File: config.mk
export PLATFORM = sky130hd
export DESIGN_NAME = alu_share_arbiter
export DESIGN_NICKNAME = d
export VERILOG_FILES = /design/src/rtl/alu_share_arbiter.sv
export SDC_FILE = /design/constraint.sdc
export NUM_CORES = 1
export LEC_CHECK = 0
export CORE_ASPECT_RATIO = 2
export CORE_MARGIN = 10
export CORE_UTILIZATION = 44
export DETAILED_ROUTE_END_ITERATION = 12
export PLACE_DENSITY = 0.86
export SYNTH_ARGS = -nofsm -noshare
export SYNTH_HDL_FRONTEND = slang
export SYNTH_SLANG_ARGS = --single-unit
File: constraint.sdc
create_clock -name clk -period 3.7 [get_ports clk]
set_clock_uncertainty 0.05 [all_clocks]
set_input_delay 1.11 -clock clk [delete_from_list [all_inputs] [get_ports clk]]
set_output_delay 1.11 -clock clk [all_outputs]
set_load 0.005 [all_outputs]
File: src/rtl/alu_share_arbiter.sv
// Round-robin arbiter sharing one combinational ALU between two requesters.
// Each accepted request takes IDLE -> EXEC -> RESP; the result is held until the consumer takes it.
module alu_share_arbiter #(
  parameter int unsigned WIDTH = 32
) (
  input  logic             clk,
  input  logic             rst_n,
  input  logic             req0_valid,
  output logic             req0_ready,
  input  logic [WIDTH-1:0] req0_a,
  input  logic [WIDTH-1:0] req0_b,
  input  logic [2:0]       req0_op,
  input  logic             req1_valid,
  output logic             req1_ready,
  input  logic [WIDTH-1:0] req1_a,
  input  logic [WIDTH-1:0] req1_b,
  input  logic [2:0]       req1_op,
  output logic [WIDTH-1:0] alu_a,
  output logic [WIDTH-1:0] alu_b,
  output logic [2:0]       alu_op,
  input  logic [WIDTH-1:0] alu_z,
  input  logic             alu_ex,
  output logic             rsp_valid,
  input  logic             rsp_ready,
  output logic             rsp_id,
  output logic [WIDTH-1:0] rsp_z,
  output logic             rsp_zero,
  output logic             rsp_err
);

  localparam logic [1:0] IDLE = 2'd0;
  localparam logic [1:0] EXEC = 2'd1;
  localparam logic [1:0] RESP = 2'd2;

  logic [1:0]       r_state;
  logic             r_rr_ptr;
  logic [WIDTH-1:0] r_a;
  logic [WIDTH-1:0] r_b;
  logic [2:0]       r_op;
  logic             r_id;
  logic             r_err_l;
  logic             r_rsp_id;
  logic [WIDTH-1:0] r_rsp_z;
  logic             r_rsp_zero;
  logic             r_rsp_err;

  logic             w_idle;
  logic             w_exec;
  logic             w_gnt0;
  logic             w_gnt1;
  logic             w_accept;
  logic [2:0]       w_in_op;
  logic             w_in_illegal;

  assign w_idle = (r_state == IDLE);
  assign w_exec = (r_state == EXEC);

  // A lone requester always wins; rr_ptr only breaks ties.
  assign w_gnt1   = req1_valid && (!req0_valid || r_rr_ptr);
  assign w_gnt0   = req0_valid && !w_gnt1;
  assign w_accept = w_idle && (req0_valid || req1_valid);

  assign req0_ready = w_idle && w_gnt0;
  assign req1_ready = w_idle && w_gnt1;

  assign w_in_op      = w_gnt1 ? req1_op : req0_op;
  assign w_in_illegal = !((w_in_op == 3'b000) || (w_in_op == 3'b001) ||
                          (w_in_op == 3'b010) || (w_in_op == 3'b110));

  always_ff @(posedge clk or negedge rst_n) begin
    if (!rst_n) begin
      r_state    <= IDLE;
      r_rr_ptr   <= 1'b0;
      r_a        <= '0;
      r_b        <= '0;
      r_op       <= 3'b000;
      r_id       <= 1'b0;
      r_err_l    <= 1'b0;
      r_rsp_id   <= 1'b0;
      r_rsp_z    <= '0;
      r_rsp_zero <= 1'b0;
      r_rsp_err  <= 1'b0;
    end else begin
      case (r_state)
        IDLE: begin
          if (w_accept) begin
            r_a     <= w_gnt1 ? req1_a : req0_a;
            r_b     <= w_gnt1 ? req1_b : req0_b;
            r_op    <= w_in_op;
            r_id    <= w_gnt1;
            r_err_l <= w_in_illegal;
            r_state <= EXEC;
          end
        end
        EXEC: begin
          r_rsp_id <= r_id;
          if (r_err_l) begin
            r_rsp_z    <= '0;
            r_rsp_zero <= 1'b0;
            r_rsp_err  <= 1'b1;
          end else begin
            r_rsp_z    <= alu_z;
            r_rsp_zero <= alu_ex;
            r_rsp_err  <= 1'b0;
          end
          r_state <= RESP;
        end
        RESP: begin
          if (rsp_ready) begin
            r_rr_ptr <= ~r_rsp_id;
            r_state  <= IDLE;
          end
        end
        default: r_state <= IDLE;
      endcase
    end
  end

  // ALU sees operands only during EXEC; illegal ops present a harmless AND.
  assign alu_a  = w_exec ? r_a : '0;
  assign alu_b  = w_exec ? r_b : '0;
  assign alu_op = (w_exec && !r_err_l) ? r_op : 3'b000;

  assign rsp_valid = (r_state == RESP);
  assign rsp_id    = r_rsp_id;
  assign rsp_z     = r_rsp_z;
  assign rsp_zero  = r_rsp_zero;
  assign rsp_err   = r_rsp_err;

endmodule

==> flow_metrics.tcl <==
set metrics [dict create \
    clockBufferDepth 2 \
    initial_core_util 0.4526 \
    dr.first_iter.drc_count 330 \
    hpwl_um 16130 \
    clk_pin_slew_worst_paths_ps 70 \
    rsz0062_at_grt "false" \
    cp-startpoint "r_state[0]" \
    power.density_mw_per_mm2 710.6 \
    io_pins 277 \
    final_area_mm2 0.008796 \
    num-nets-final 1044 \
    placed_area_mm2 0.008449 \
    die-area_mm2 0.01822 \
    grt_first_pass_wirelength_um 33810 \
    dr.pass1.iters 5 \
    utilization 0.6966 \
    regArea_mm2 0.002678 \
    grt_usage 0.2325 \
    final.period_utilization 0.9320 \
    r2r_start "r_state[1]" \
    drv_cap 0 \
    worstSetupPathType "flop to primary output" \
    clk-insertion-delay-late_ps 350 \
    startpoint_type "flop" \
    hp-class "flop to flop" \
    crit_fanout 51 \
    cts_tree "built" \
    synth.net_count 814 \
    required_ps 2540 \
    drv_slew 0 \
    ir_drop_mv 0.3967 \
    routed.top_layer "met4" \
    cp_data_arrival_time_ps 2290 \
    hold_viol 0 \
    synth_warnings 0 \
    grt-ovfl-total 0 \
    grt_pass1_vias 6122 \
    finalSetupTns_ps 0 \
    yosysSeqAreaShare 0.4685 \
    area_growth_pct 53.90 \
    fmax_ghz 0.2900 \
    layout-drive-gt1-share 0.04789 \
    max_slew_margin 0.3362 \
    syn-cell-area_mm2 0.005715 \
    multiInputGateArea_mm2 0.002705 \
    wl_um 21960 \
    die_y_um 181.2 \
    cts_root_buffer "clkbuf_16" \
    io_buffer_count 276 \
    setup_viol 0 \
    wl_met1_um 7560 \
    place_congestion 0.8948 \
    grt_max_degree 137 \
    clock_sinks 107 \
    synth_cell_types 27 \
    r2r_cells 5 \
    dr_total_vias 5897 \
    antenna_found_initial 4 \
    core_area_mm2 0.01263 \
    cts_buffers 9 \
    cellLeakagePower_nw 3.502 \
    reg2reg_slack_ps 950 \
    met3RoutedLength_um 1564 \
    rows 58 \
    htree_levels 3 \
    ys_seq_elements 107 \
    setup_ws_ps 251.6 \
    cp-end-kind "primary output" \
    status "finished clean" \
    die_x_um 100.6 \
    vias_per_cell 5.720 \
    routedWlPerCell_um 21.30 \
    synth.area.top_cells "dfrtp_1 47%, nand3b_1 13%, a31oi_1 7.3%" \
    synthCells 642 \
    min_period_ps 3448 \
    synth_top_area_cell "dfrtp_1" \
    nFillCells 1011 \
    ant_nets 0 \
    crit_end "alu_a[13]" \
    syn_area_per_cell_um2 8.903 \
    r2r-end "r_b[7]" \
    dp_worst_setup_slack_ps -81.57 \
    synth_top_area_frac 0.4685 \
    drc 0 \
    route.met2.wl_um 11510 \
    tightest_slew_ps 995.7 \
]
-- timing repair --
item | CTS | global route
hold buffers | 0 | 0
gates cloned | 0 | 0
resized for setup | 3 | 1
setup buffers | 0 | 0
endpoints found under the setup margin | 2 | 1
-- registers in the layout, indices dropped and copies added, names as in the netlist --
signal	cells
rsp_z	32
rsp_zero	1
r_a	32
rsp_err	1
r_op	3
rsp_id	1
r_b	32
r_state	2
r_err_l	1
r_rr_ptr	1
r_id	1
-- layout by cell type (no fill, tap or decap) --
| cell type | netlist | final |
|---|---|---|
| clkdlybuf4s50_1 | 0 | 272 |
| dfrtp_1 | 107 | 107 |
| nand3b_1 | 101 | 101 |
| o21ai_0 | 71 | 71 |
| nand2_1 | 71 | 71 |
| a21oi_1 | 67 | 67 |
| a31oi_1 | 67 | 67 |
| and2_1 | 65 | 64 |
| buf_4 | 1 | 15 |
| clkbuf_16 | 0 | 9 |
| diode_2 | 0 | 4 |
| nor3b_1 | 3 | 3 |
| nand2b_1 | 3 | 2 |
| nor2b_4 | 0 | 2 |
| inv_1 | 2 | 2 |
| clkinvlp_4 | 0 | 2 |
| bufinv_16 | 0 | 2 |
| inv_6 | 0 | 2 |
| nand2b_4 | 0 | 1 |
| nor2_4 | 0 | 1 |
| and3_1 | 1 | 1 |
| nor3_2 | 0 | 1 |
| or2_2 | 0 | 1 |
| and2_2 | 0 | 1 |
| inv_2 | 1 | 1 |
| o32ai_1 | 1 | 1 |
| mux2i_1 | 1 | 1 |
| mux2_2 | 1 | 1 |
| or3_1 | 1 | 1 |
| a21boi_0 | 1 | 1 |
| a31o_1 | 1 | 1 |
| clkinv_2 | 0 | 1 |
| buf_2 | 10 | 1 |
| dlygate4sd2_1 | 0 | 1 |
| dlymetal6s2s_1 | 0 | 1 |
| buf_12 | 0 | 1 |
-- area by class of cell --
type                       count  share of cell area
clock inverter                 7             0.01110
clock buffer                   9             0.02560
timing repair buffer         291              0.3276
sequential                   107              0.3044
tap                          150             0.02134
antenna                        4            0.001138
inverter                       3            0.001280
multi-input combinational    460              0.3075
-- cell families (layout without fill, tap and decap cells) --
family | Yosys count | count (layout) | share of synthesized area
and+or+nand+nor | 250 | 250 | 0.2651
AOI/OAI and AO/OA | 208 | 208 | 0.1986
DFF | 107 | 107 | 0.4685
buffers and inverters | 75 | 310 | 0.06414
muxes | 2 | 2 | 0.003721
other | 0 | 4 | 0
-- routing by layer --
metal | global-route usage | vias to the layer above
li1 | - | 2722
met1 | 0.2378 | 2817
met2 | 0.3964 | 288
met3 | 0.05999 | 70
met4 | 0.1585 | 0
met5 | 0 | -
-- cells in the mapped netlist, drive strengths merged --
cell type,instances
nand2,71
clkbuf,52
nor2,1
a31oi,67
nand2b,3
a31o,1
mux2,1
nor2b,2
buf,20
a21oi,67
o21ai,71
or2,1
or3,1
and2,65
inv,3
a21boi,1
and3,1
dfrtp,107
nor3b,3
o32ai,1
mux2i,1
nand3b,101
nor3,1
-- critical path: stages, from the launching register on --
cell and delay (ps):
dfrtp_1 540, nor2b_4 210, buf_4 410, and2_1 240
clkdlybuf4s50_1 520
-- worst min path at each step --
stage / start / end / slack, ps / cells past startpoint
global route: rsp_z[29] / rsp_z[29] / 450 / 2
global placement: rsp_z[23] / rsp_z[23] / 400 / 2
detailed placement: rsp_z[27] / rsp_z[27] / 410 / 2
finish: rsp_z[13] / rsp_z[13] / 420 / 2
floorplan: r_rr_ptr / r_rr_ptr / 400 / 2
CTS: rsp_z[27] / rsp_z[27] / 420 / 2
-- report_power, final --
group / internal (mW) / total [mW] / leakage (nW) / switching [mW]
clock network: 0.597 / 1.04 / 0.152 / 0.447
logic: 1.65 / 3.16 / 2.09 / 1.51
registers: 1.73 / 2.05 / 1.26 / 0.319
-- stage by stage --
stage / cells / power [mW] / hold WS (ps)
2_1_floorplan: 642 / 3.639 / 399.4
3_3_place_gp: 1011 / 5.103 / 399.7
3_5_place_dp: 1011 / 5.235 / 405.3
4_1_cts: 1027 / 6.293 / 422.9
5_1_grt: 1031 / 6.680 / 447.5
6_report: 1031 / 6.251 / 418.4
Power figures use the tool's default switching activity.
